File: src/rtl/spi_loader_pkg.sv
// Shared types and default sizing for the SPI word loader and its clock divider.
package spi_loader_pkg;

  localparam int DEF_DATA_W      = 32;
  localparam int DEF_CLK_DIV     = 4;
  localparam int DEF_GRST_CYCLES = 8;

  typedef enum logic [1:0] {
    ST_INIT,
    ST_IDLE,
    ST_SHIFT,
    ST_DONE
  } state_t;

  // Counter width able to hold 0..n-1; never narrower than one bit.
  function automatic int cnt_w(input int n);
    return (n <= 1) ? 1 : $clog2(n);
  endfunction

endpackage

File: src/rtl/spi_clk_div.sv
// Half-period divider for the gated serial clock: idles low while disabled and
// flags, one cycle ahead, the SCLK edge on which the output rises or falls.
module spi_clk_div
  import spi_loader_pkg::*;
#(
  parameter int CLK_DIV = DEF_CLK_DIV
) (
  input  logic i_clk,
  input  logic i_rst_n,
  input  logic i_en,
  output logic o_clk,
  output logic o_rise_stb,
  output logic o_fall_stb
);

  localparam int             CW   = cnt_w(CLK_DIV);
  localparam logic [CW-1:0]  LAST = CW'(CLK_DIV - 1);

  logic [CW-1:0] r_cnt;
  logic          r_clk;
  logic          w_wrap;

  assign w_wrap = i_en && (r_cnt == LAST);

  always_ff @(posedge i_clk or negedge i_rst_n) begin
    if (!i_rst_n) begin
      r_cnt <= '0;
      r_clk <= 1'b0;
    end else if (!i_en) begin
      r_cnt <= '0;
      r_clk <= 1'b0;
    end else if (w_wrap) begin
      r_cnt <= '0;
      r_clk <= ~r_clk;
    end else begin
      r_cnt <= r_cnt + 1'b1;
    end
  end

  // Strobes are combinational so the owner acts on the same edge that toggles o_clk.
  assign o_clk      = r_clk;
  assign o_rise_stb = w_wrap & ~r_clk;
  assign o_fall_stb = w_wrap &  r_clk;

endmodule

File: src/rtl/spi_word_loader.sv
// Host-side serializer for a DATA_W-bit serial-to-parallel target: shifts a word out
// MSB first on a gated clock and captures SOUT. Optional macro: SPI_LOOPBACK_CHECK_EN.
module spi_word_loader
  import spi_loader_pkg::*;
#(
  parameter int DATA_W      = DEF_DATA_W,
  parameter int CLK_DIV     = DEF_CLK_DIV,
  parameter int GRST_CYCLES = DEF_GRST_CYCLES
) (
  input  logic              i_sclk,
  input  logic              i_rst_n,
  input  logic [DATA_W-1:0] i_wr_data,
  input  logic              i_wr_regsel,
  input  logic              i_wr_valid,
  output logic              o_wr_ready,
  output logic              o_sin,
  output logic              o_clk,
  output logic              o_regsel,
  output logic              o_grst,
  input  logic              i_sout,
  output logic [DATA_W-1:0] o_rd_data,
  output logic              o_rd_valid,
  output logic              o_busy
`ifdef SPI_LOOPBACK_CHECK_EN
  ,
  output logic              o_mismatch
`endif
);

  localparam int            BW        = cnt_w(DATA_W);
  localparam int            GW        = cnt_w(GRST_CYCLES);
  localparam logic [GW-1:0] GRST_LAST = GW'(GRST_CYCLES - 1);
  localparam logic [BW-1:0] BIT_MSB   = BW'(DATA_W - 1);

  state_t            r_state;
  state_t            w_state_next;
  logic [GW-1:0]     r_init_cnt;
  logic [BW-1:0]     r_bit_cnt;
  logic [DATA_W-1:0] r_tx;
  logic [DATA_W-1:0] r_rx;
  logic [DATA_W-1:0] r_rd_data;
  logic              r_sin;
  logic              r_regsel;
  logic              r_grst;
  logic              r_rd_valid;
  logic              w_accept;
  logic              w_shift_en;
  logic              w_init_done;
  logic              w_rise;
  logic              w_fall;
  logic              w_last_fall;

  assign w_accept    = o_wr_ready & i_wr_valid;
  assign w_shift_en  = (r_state == ST_SHIFT);
  assign w_init_done = (r_init_cnt == GRST_LAST);
  assign w_last_fall = w_fall && (r_bit_cnt == '0);

  spi_clk_div #(
    .CLK_DIV (CLK_DIV)
  ) u_clk_div (
    .i_clk      (i_sclk),
    .i_rst_n    (i_rst_n),
    .i_en       (w_shift_en),
    .o_clk      (o_clk),
    .o_rise_stb (w_rise),
    .o_fall_stb (w_fall)
  );

  always_ff @(posedge i_sclk or negedge i_rst_n) begin
    if (!i_rst_n) begin
      r_state <= ST_INIT;
    end else begin
      r_state <= w_state_next;
    end
  end

  always_comb begin
    w_state_next = r_state;
    o_wr_ready   = 1'b0;
    o_busy       = 1'b1;
    unique case (r_state)
      ST_INIT:  if (w_init_done) w_state_next = ST_IDLE;
      ST_IDLE: begin
        o_wr_ready = 1'b1;
        o_busy     = 1'b0;
        if (i_wr_valid) w_state_next = ST_SHIFT;
      end
      ST_SHIFT: if (w_last_fall) w_state_next = ST_DONE;
      ST_DONE:  w_state_next = ST_IDLE;
      default:  w_state_next = ST_INIT;
    endcase
  end

  // GRST rises together with the INIT->IDLE transition and stays high until reset.
  always_ff @(posedge i_sclk or negedge i_rst_n) begin
    if (!i_rst_n) begin
      r_init_cnt <= '0;
      r_grst     <= 1'b0;
    end else if (r_state == ST_INIT) begin
      if (w_init_done) begin
        r_grst <= 1'b1;
      end else begin
        r_init_cnt <= r_init_cnt + 1'b1;
      end
    end
  end

  // The MSB goes out on the accept edge; later bits change only on clk falls,
  // and the final fall leaves the last bit on SIN.
  always_ff @(posedge i_sclk or negedge i_rst_n) begin
    if (!i_rst_n) begin
      r_tx      <= '0;
      r_sin     <= 1'b0;
      r_regsel  <= 1'b0;
      r_bit_cnt <= '0;
    end else if (w_accept) begin
      r_tx      <= i_wr_data;
      r_sin     <= i_wr_data[DATA_W-1];
      r_regsel  <= i_wr_regsel;
      r_bit_cnt <= BIT_MSB;
    end else if (w_fall && !w_last_fall) begin
      r_tx      <= r_tx << 1;
      r_sin     <= r_tx[DATA_W-2];
      r_bit_cnt <= r_bit_cnt - 1'b1;
    end
  end

  // SOUT is taken on the edge that raises clk, before the target shifts.
  always_ff @(posedge i_sclk or negedge i_rst_n) begin
    if (!i_rst_n) begin
      r_rx <= '0;
    end else if (w_accept) begin
      r_rx <= '0;
    end else if (w_rise) begin
      r_rx <= {r_rx[DATA_W-2:0], i_sout};
    end
  end

  always_ff @(posedge i_sclk or negedge i_rst_n) begin
    if (!i_rst_n) begin
      r_rd_data  <= '0;
      r_rd_valid <= 1'b0;
    end else begin
      r_rd_valid <= w_last_fall;
      if (w_last_fall) r_rd_data <= r_rx;
    end
  end

`ifdef SPI_LOOPBACK_CHECK_EN
  logic [DATA_W-1:0] r_word;
  logic [DATA_W-1:0] r_expected;
  logic              r_mismatch;

  // The target returns what it held before this frame, i.e. the previous word.
  always_ff @(posedge i_sclk or negedge i_rst_n) begin
    if (!i_rst_n) begin
      r_word     <= '0;
      r_expected <= '0;
      r_mismatch <= 1'b0;
    end else begin
      r_mismatch <= 1'b0;
      if (r_state == ST_INIT) begin
        r_expected <= '0;
      end else if (w_accept) begin
        r_word <= i_wr_data;
      end else if (w_last_fall) begin
        r_mismatch <= (r_rx != r_expected);
        r_expected <= r_word;
      end
    end
  end

  assign o_mismatch = r_mismatch;
`endif

  assign o_sin      = r_sin;
  assign o_regsel   = r_regsel;
  assign o_grst     = r_grst;
  assign o_rd_data  = r_rd_data;
  assign o_rd_valid = r_rd_valid;

endmodule

File: config.mk
export PLATFORM = sky130hd
export DESIGN_NAME = spi_word_loader
export DESIGN_NICKNAME = d
export VERILOG_FILES = /design/src/rtl/spi_loader_pkg.sv /design/src/rtl/spi_clk_div.sv /design/src/rtl/spi_word_loader.sv
export SDC_FILE = /design/constraint.sdc
export NUM_CORES = 1
export LEC_CHECK = 0
export ABC_AREA = 1
export ABC_CLOCK_PERIOD_IN_PS = 1600
export BUFFER_PORTS_ARGS = -buffer_cell sky130_fd_sc_hd__buf_2
export CAP_MARGIN = 40
export CELL_PAD_IN_SITES_DETAIL_PLACEMENT = 0
export CELL_PAD_IN_SITES_GLOBAL_PLACEMENT = 2
export CORE_ASPECT_RATIO = 1.1
export CORE_UTILIZATION = 31
export DETAILED_ROUTE_END_ITERATION = 10
export PLACE_DENSITY = 0.85
export SYNTH_ARGS = -nofsm -noshare
export SYNTH_HDL_FRONTEND = slang
export SYNTH_SLANG_ARGS = --single-unit
File: constraint.sdc
create_clock -name i_sclk -period 1.6 [get_ports i_sclk]
set_clock_uncertainty 0.15 [all_clocks]
set_input_delay 0.24 -clock i_sclk [delete_from_list [all_inputs] [get_ports i_sclk]]
set_output_delay 0.24 -clock i_sclk [all_outputs]
set_load 0.01 [all_outputs]
### Word level (Yosys, flattened, before mapping)

Cells that the tools add are included.

| word-level totals | value |
|---|---|
| register bits after elaboration | 112 |
| logic and storage cells | 58 |

| cells by class | value |
|---|---|
| $add $sub $neg | 3 |
| equal/unequal tests | 9 |
| multiplexer cells | 18 |
| bitwise operators | 5 |
| reductions and logical operators | 11 |

Operator list:

| kind | number |
|---|---|
| $mux W32 | 2 |
| $mux W31 | 2 |
| $mux W2 | 5 |
| $mux W5 | 2 |
| $ne A2 B2 Y1 const B | 4 |
| $pmux W2 S4 | 1 |
| $eq A2 B2 Y1 const B | 3 |
| $mux W1 | 6 |
| $logic_not A5 Y1 | 1 |
| $sub A5 B1 Y5 const B | 1 |
| $reduce_and A2 Y1 | 2 |
| $reduce_bool A2 Y1 | 2 |
| $add A3 B1 Y3 const B | 1 |
| $and A1 B1 Y1 | 3 |
| $eq A3 B3 Y1 const B | 1 |
| $logic_and A1 B1 Y1 | 3 |
| $reduce_and A3 Y1 | 1 |
| $add A2 B1 Y2 const B | 1 |
| $eq A2 B1 Y1 const B | 1 |
| $logic_not A2 Y1 | 1 |
| $not A1 Y1 | 2 |
| $logic_not A1 Y1 | 1 |

### Depth between registers and ports, before layout

Gate-level depths: netlist of run 1.

| logic depth | value |
|---|---|
| depth after elaboration | 8 |
| depth in mapped cells | 9 |
| depth with buffers taken out | 9 |

### Cells and area by module

Synthesis of run 1 repeated with hierarchy kept, for this count alone.

| unflattened totals | value |
|---|---|
| cell total of the unflattened synthesis | 510 |
| area total of the unflattened synthesis | 4,857.2 µm² |

By module, submodules not included:

| module | instances | cells each | area each (µm²) | sequential area each (µm²) |
|---|---|---|---|---|
| spi_word_loader | 1 | 494 | 4,722.0 | 2,727.6 |
| spi_clk_div | 1 | 16 | 135.1 | 75.1 |

### Least setup slack after synthesis of run 1

OpenSTA, ideal clock, no wires.

| path | value |
|---|---|
| path type | register to register |
| start point | reg r_state[1] |
| end point | reg r_rx[21] |
| arrival | 1.374 ns |
| data required time | 1.324 ns |
| path slack | -0.051 ns |
| cell stages (with the launch flop) | 9 |
| buffers on the path | 1 |
| clock period less this slack | 1.651 ns |
| path through | dfrtp_1 -> inv_1 -> ha_1 -> nand2_1 -> inv_2 -> nor2_2 -> inv_2 -> buf_2 -> o22ai_1 |

| on the way | value |
|---|---|
| cells in the longest elaborated chain, start to end | 4 |
| elaborated cells between the ends (all ways) | 8 |
| those cells by class | eq/ne: 2; mux: 2; bitwise: 2; reduce/logical: 2 |

RTL lines:

| item | RTL line | RTL |
|---|---|---|
| start, declared | spi_word_loader.sv:35 | `state_t r_state;` |
| start signal, assigned | spi_word_loader.sv:73 | `r_state <= w_state_next;` |
| $eq A2 B1 Y1 (*) | spi_word_loader.sv:81 | `unique case (r_state)` |
| $mux W1 (*) | spi_word_loader.sv:81 |  |
| via o_wr_ready | spi_word_loader.sv:15 | `output logic o_wr_ready,` |
| $and A1 B1 Y1 (*) | spi_word_loader.sv:53 | `assign w_accept = o_wr_ready & i_wr_valid;` |
| $mux W32 / $reduce_bool A2 Y1 (equally long branches) | - |  |
| end signal, assigned | spi_word_loader.sv:135 | `r_rx <= {r_rx[DATA_W-2:0], i_sout};` |
| end, declared | spi_word_loader.sv:40 | `logic [DATA_W-1:0] r_rx;` |

Mark *: on every way through the listed nets, which the timed path passes. The rest lies on a longest branch.
A chain may end at the register's enable or synchronous reset.

### Worst setup path in the final report of run 1

| path | value |
|---|---|
| start point | reg r_state[0] |
| end point | reg r_rd_data[13] (netlist: o_rd_data[13]) |

| on the way | value |
|---|---|
| cells in the longest elaborated chain, start to end | 4 |

RTL lines:

| item | RTL line | RTL |
|---|---|---|
| $eq A2 B2 Y1 | spi_word_loader.sv:54 | `assign w_shift_en = (r_state == ST_SHIFT);` |
| $logic_and A1 B1 Y1 | spi_clk_div.sv:23 | `assign w_wrap = i_en && (r_cnt == LAST);` |
| $and A1 B1 Y1 | spi_clk_div.sv:43 | `assign o_fall_stb = w_wrap & r_clk;` |
| $logic_and A1 B1 Y1 | spi_word_loader.sv:56 | `assign w_last_fall = w_fall && (r_bit_cnt == '0);` |
| end signal, assigned | spi_word_loader.sv:145 | `if (w_last_fall) r_rd_data <= r_rx;` |
| end, declared | spi_word_loader.sv:41 | `logic [DATA_W-1:0] r_rd_data;` |

Every way passes these cells.

==> results.py, run 1 <==
metrics = {
    "status": {
        "status": "finished with violations",
        "violations": "setup timing",
    },
    "route": {
        "dr_total_vias": 3958,
        "postRouteAntennaNets": 0,
        "first_iter_violations": 187,
        "wire_per_inst_um": 13.8,
        "first_pass_iters": 5,
        "drc": 0,
        "drt-vias-per-instance": 4.80,
        "wl_um": 11400,
    },
    "sta": {
        "max_freq_ghz": 0.587,
        "hold_viol": 0,
        "relSlewSlack_pct": 81.1,
        "setup_tns_ns": -2.15,
        "max_slew.worst_pin.slew_ns": 0.283,
        "holdWs_ns": 0.126,
        "post-route-period-util_pct": 106,
        "rsz0062_at_grt": "yes",
        "period_needed_ns": 1.70,
        "setup_viol": 42,
        "drv_slew": 0,
        "setup_slack_ns": -0.102,
    },
    "die": {
        "die_x_um": 119,
        "dieArea_mm2": 0.0156,
        "io_pins": 76,
        "initial_core_util_pct": 32.1,
        "num_rows": 46,
        "fp.dieH_um": 131,
        "coreArea_mm2": 0.0146,
    },
    "clocking": {
        "clk_path_buf_depth": 2,
        "cts-root-buf": "clkbuf_16",
        "path_clk_slew_ns": 0.08,
        "worst_skew_pair.late_latency_ns": 0.36,
        "cts.sinks": 112,
        "cts_buffers": 9,
        "cts_tree": "yes",
        "h-tree-depth": 3,
    },
    "worst_hold_path": {
        "hold_path_class": "input port to register",
    },
    "layout": {
        "final_cells": 825,
        "syn_to_final_growth_pct": 44.3,
        "n_fill_cell": 1350,
        "mostFrequentLayoutCells": "112 x dfrtp_1, 106 x nand3_1, 73 x buf_2, 60 x nand2_1, 35 x dlygate4sd3_1",
        "layout_commonest_cell": "dfrtp_1",
        "n_antenna_cell": 0,
        "drive_gt1_share_pct": 33.5,
        "seqCellArea_mm2": 0.00280,
        "multiInputGateArea_mm2": 0.00181,
        "postLayoutCellArea_mm2": 0.00675,
        "layout.nets": 672,
        "finalCoreUtilization_pct": 46.3,
    },
    "logic_synthesis": {
        "synth_top_family_by_area": "simple AND/OR/NAND/NOR gates",
        "yosys.area_share.simple_pct": 21.3,
        "syn_nets": 529,
        "ys_ff_latch": 112,
        "synthMuxAreaShare_pct": 0.482,
        "netlist_area_mm2": 0.00468,
        "synth-xor-area-share_pct": 0.187,
        "post_synth.cell_area_avg_um2": 9.64,
        "synth.yosys.seq_area_share_pct": 59.9,
        "ys_types": 29,
        "synth_fa_ha_area_share_pct": 1.87,
        "synthCells": 485,
        "yosysWarnings": 0,
        "synth_compound_area_share_pct": 8.77,
    },
    "global_route": {
        "grt_first_pass_wirelength_um": 19200,
        "antenna_found_initial": 0,
        "grt_usage_pct": 15.6,
        "grt_pass1_vias": 4033,
        "grt_overflow": 0,
        "grt_max_degree": 35,
    },
    "power_and_ir_drop": {
        "ir_drop_mv": 0.668,
        "power_leakage_nw": 3.31,
        "finalPower_mw": 8.26,
        "powerDensity_mw_per_mm2": 1220,
    },
    "worst_setup_path": {
        "cp-end-kind": "register",
        "critPathKind": "register to register",
        "cp.arrival_ns": 1.80,
        "critPathMaxFanout": 7,
        "start_kind": "register",
        "crit_required_ns": 1.70,
    },
    "placed_design": {
        "postPlaceCellArea_mm2": 0.00549,
        "routabilityCongestion": 0.756,
        "pre_cts_slack_ns": -0.141,
        "place_hpwl_um": 6990,
        "dp.cells": 756,
        "port_buffers": 75,
    },
    "job": {
        "maxCapViolCount": 0,
    },
}
final timing paths:
| check | start | slack (ns) | end | depth (start not counted) |
|---|---|---|---|---|
| max in group asynchronous | i_rst_n | 0.66 | o_rd_data[19]$_DFFE_PN0P_ | 3 |
| setup / recovery | r_state[0]$_DFFE_PN0P_ | -0.10 | o_rd_data[13]$_DFFE_PN0P_ | 9 |
| hold / removal | i_wr_valid | 0.13 | r_state[1]$_DFFE_PN0P_ | 5 |
| min in group asynchronous | i_rst_n | 0.15 | o_rd_data[5]$_DFFE_PN0P_ | 2 |
| hold reg to reg | u_clk_div.r_cnt[0]$_DFF_PN0_ | 0.30 | u_clk_div.r_cnt[0]$_DFF_PN0_ | 1 |
| setup reg to reg | r_state[0]$_DFFE_PN0P_ | -0.10 | o_rd_data[13]$_DFFE_PN0P_ | 9 |
state kept, by name, indices dropped and copies added (netlist names):
signal and count:
o_regsel 1, u_clk_div.o_clk 1, o_rd_valid 1, u_clk_div.r_cnt 2
o_rd_data 32, r_init_cnt 3, r_bit_cnt 5, o_sin 1
r_state 2, r_rx 32, r_tx 31, o_grst 1
synth_stat cells:
cell type / number / area share, %
a21o_1: 1 / 0.16
a21oi_1: 24 / 2.6
a22oi_1: 1 / 0.16
buf_1: 2 / 0.16
buf_2: 8 / 0.86
buf_4: 8 / 1.3
buf_6: 4 / 0.96
clkbuf_1: 7 / 0.56
dfrtp_1: 112 / 60
ha_1: 7 / 1.9
inv_1: 39 / 3.1
inv_2: 3 / 0.24
inv_4: 2 / 0.27
mux2_2: 2 / 0.48
nand2_1: 74 / 5.9
nand2_4: 1 / 0.24
nand3_1: 108 / 12
nand3_4: 1 / 0.37
nor2_1: 28 / 2.2
nor2_2: 1 / 0.13
nor2_8: 1 / 0.43
nor3_1: 1 / 0.11
nor4_1: 1 / 0.13
o21ai_0: 24 / 2.6
o21bai_2: 1 / 0.24
o22ai_1: 17 / 2.3
o31ai_1: 5 / 0.80
or2_2: 1 / 0.13
xnor2_1: 1 / 0.19
cell families after synthesis:
| kind of cell | count (synthesis) |
|---|---|
| simple gates | 217 |
| xor+xnor | 1 |
| mux | 2 |
| fa+ha+maj | 7 |
| compound gates | 73 |
| flops | 112 |
| buf+inv | 73 |
timing repair:
action                                 4_1_cts  5_1_grt
pin swaps                                   19       20
hold buffers                                35        0
buffers inserted                            11        4
setup endpoints to repair                   94      108
cloned                                       4        2
gates resized for setup                     63       46
endpoints found under the hold margin      146        0
worst max-delay path: stages, from the launching register on:
cell	delay, ns
dfrtp_1	0.41
inv_2	0.09
ha_4	0.14
nand3_2	0.07
buf_6	0.13
nor2_4	0.15
buf_12	0.14
buf_12	0.11
buf_16	0.12
a21oi_2	0.06
layer usage:
metal  GRT usage (%)  wire length [um]
met5               0                 0
met1            18.7              4900
met3            4.56               512
met2            27.4              5830
met4            4.62               136
power breakdown:
| part | leakage, nW | switching (mW) | internal, mW | total (mW) |
|---|---|---|---|---|
| combinational | 1.68 | 1.16 | 1.15 | 2.31 |
| clock | 0.157 | 1.09 | 1.29 | 2.38 |
| sequential | 1.47 | 0.275 | 3.30 | 3.57 |
layout make-up:
cell class	instances	area share, %
clock inverters	6	1.11
inverters	44	2.71
repair buffers	161	20.7
clock buffers	10	3.54
multi-input cells	300	26.8
flip-flops and latches	112	41.5
well taps	192	3.56
(Power assumes the default switching activity.)
==> run 2: changes to the inputs <==
Settings changed: CORE_ASPECT_RATIO 1.1 to 0.5, CTS_CLUSTER_DIAMETER set to 200, MAX_ROUTING_LAYER set to met4.
==> run 2 against run 1 <==
The flow still finishes with violations (setup timing). Wire length is essentially flat. Final area grew 0.98%. Sequential share of layout area shrank 0.40 points. Largest power group unchanged.
==> results.py, run 2 (synthesis gave the netlist of run 1 again) <==
metrics = {
    "sta": {
        "rsz0062_at_grt": "yes",
        "post-route-period-util_pct": 103,
        "setup_slack_ns": -0.0548,
        "setup_tns_ns": -0.956,
        "hold_viol": 0,
        "holdWs_ns": 0.212,
        "max_freq_ghz": 0.604,
        "drv_slew": 0,
        "setup_viol": 42,
        "max_slew.worst_pin.slew_ns": 0.370,
        "period_needed_ns": 1.65,
        "relSlewSlack_pct": 75.3,
    },
    "placed_design": {
        "postPlaceCellArea_mm2": 0.00548,
        "place_hpwl_um": 6770,
        "port_buffers": 75,
        "routabilityCongestion": 0.714,
        "pre_cts_slack_ns": -0.0989,
    },
    "worst_hold_path": {
        "hold_path_class": "input port to register",
        "hold_path_depth": 5,
    },
    "route": {
        "postRouteAntennaNets": 0,
        "wl_um": 11400,
        "wire_per_inst_um": 13.7,
        "dr_total_vias": 3858,
        "drt-vias-per-instance": 4.65,
        "first_iter_violations": 182,
        "drc": 0,
        "first_pass_iters": 4,
    },
    "global_route": {
        "grt_first_pass_wirelength_um": 18200,
        "grt_max_degree": 67,
        "grt_usage_pct": 15.3,
        "antenna_found_initial": 0,
        "grt_overflow": 0,
        "grt_pass1_vias": 3645,
    },
    "worst_setup_path": {
        "r2r_cells": 9,
        "crit_required_ns": 1.73,
        "path_cells": "buf_6 -> ha_4 -> buf_6 -> nand3_4 -> inv_4 -> nor2_8 -> inv_6 -> clkbuf_16 -> o21ai_1",
        "cpPeakStageDelay_ns": 0.41,
        "cp-end-kind": "register",
        "slowest_stage": "dfrtp_1",
        "start_kind": "register",
        "cp.arrival_ns": 1.79,
        "critPathMaxFanout": 7,
        "critPathKind": "register to register",
        "cpMostUsedCell": "buf_6",
    },
    "clocking": {
        "path_clk_slew_ns": 0.08,
        "worst_skew_pair.late_latency_ns": 0.35,
        "cts_buffers": 9,
        "cts-root-buf": "clkbuf_16",
        "clk_path_buf_depth": 2,
        "cts_tree": "yes",
        "cts.sinks": 112,
        "h-tree-depth": 3,
    },
    "die": {
        "coreArea_mm2": 0.0146,
        "dieArea_mm2": 0.0156,
        "initial_core_util_pct": 32.1,
        "io_pins": 76,
        "die_x_um": 176,
        "num_rows": 31,
        "fp.dieH_um": 88.9,
    },
    "layout": {
        "layout.nets": 671,
        "drive_gt1_share_pct": 35.3,
        "postLayoutCellArea_mm2": 0.00681,
        "syn_to_final_growth_pct": 45.7,
        "mostFrequentLayoutCells": "112 x dfrtp_1, 105 x nand3_1, 72 x buf_2, 60 x nand2_1, 35 x dlygate4sd3_1",
        "layout_commonest_cell": "dfrtp_1",
        "finalCoreUtilization_pct": 46.7,
        "n_antenna_cell": 0,
    },
    "job": {
        "maxCapViolCount": 0,
    },
    "status": {
        "violations": "setup timing",
        "status": "finished with violations",
    },
    "power_and_ir_drop": {
        "ir_drop_mv": 0.491,
        "powerDensity_mw_per_mm2": 1210,
        "power_leakage_nw": 3.28,
    },
}
==> run 2: changes by cell type in the layout (fill, tap and decap cells not counted), sizes merged <==
cell and delta:
buf -5, clkbuf +4, clkinv -2, inv +2
==> run 2: path summary, 6_finish.rpt <==
kind | start | end | slack (ns)
worst max-delay path | r_state[1]$_DFFE_PN0P_ | r_rx[4]$_DFFE_PN0P_ | -0.05
worst min register to register | u_clk_div.r_cnt[0]$_DFF_PN0_ | u_clk_div.r_cnt[0]$_DFF_PN0_ | 0.29
worst max register to register | r_state[1]$_DFFE_PN0P_ | r_rx[4]$_DFFE_PN0P_ | -0.05
worst min-delay path | i_wr_valid | r_state[1]$_DFFE_PN0P_ | 0.21
min in group asynchronous | i_rst_n | o_rd_data[22]$_DFFE_PN0P_ | 0.26
max in group asynchronous | i_rst_n | r_tx[22]$_DFFE_PN0P_ | 0.69
==> run 2: per-stage QoR <==
| stage | power, mW | std cells |
|---|---|---|
| final | 8.21 | 830 |
| after global routing | 8.74 | 830 |
| after CTS | 8.04 | 819 |
| after detailed placement | 5.31 | 759 |
| after global placement | 5.26 | 759 |
| after floorplan | 4.66 | 485 |
==> run 2: critical path, delay by kind of cell, from the launching register on <==
| kind | cells | cell delay, ns |
|---|---|---|
| buffers and inverters | 5 | 0.52 |
| DFF | 1 | 0.41 |
| and+or+nand+nor | 2 | 0.23 |
| adders and majority gates | 1 | 0.15 |
| AOI/OAI and AO/OA | 1 | 0.12 |
==> run 2: repair_timing <==
action | 4_1_cts | 5_1_grt
gates cloned | 2 | 6
resized for setup | 45 | 72
endpoints found under the hold margin | 146 | 0
pin swaps | 2 | 1
setup endpoints to repair | 85 | 103
buffers inserted | 7 | 6
hold buffers | 35 | 0
==> run 2: final cells by class <==
cell class / instances / area, um2
clock buffers: 10 / 239
clock inverters: 6 / 78.8
inverters: 44 / 185
repair buffers: 160 / 1420
flip-flops and latches: 112 / 2800
well taps: 198 / 248
fillers: 1408 / 7770
multi-input cells: 300 / 1840
==> run 2: power breakdown <==
group / switching [mW] / total, mW / internal, mW
sequential: 0.258 / 3.55 / 3.30
combinational: 1.15 / 2.24 / 1.09
clock: 1.12 / 2.42 / 1.30
total: 2.53 / 8.21 / 5.69
==> run 2: metal layers <==
layer | global-route usage (%) | vias to the layer above | wire (um)
met5 | - | - | 0
met4 | 3.79 | 0 | 102
met3 | 3.48 | 9 | 365
met2 | 23.6 | 61 | 5280
met1 | 20.4 | 1870 | 5610
li1 | - | 1918 | -
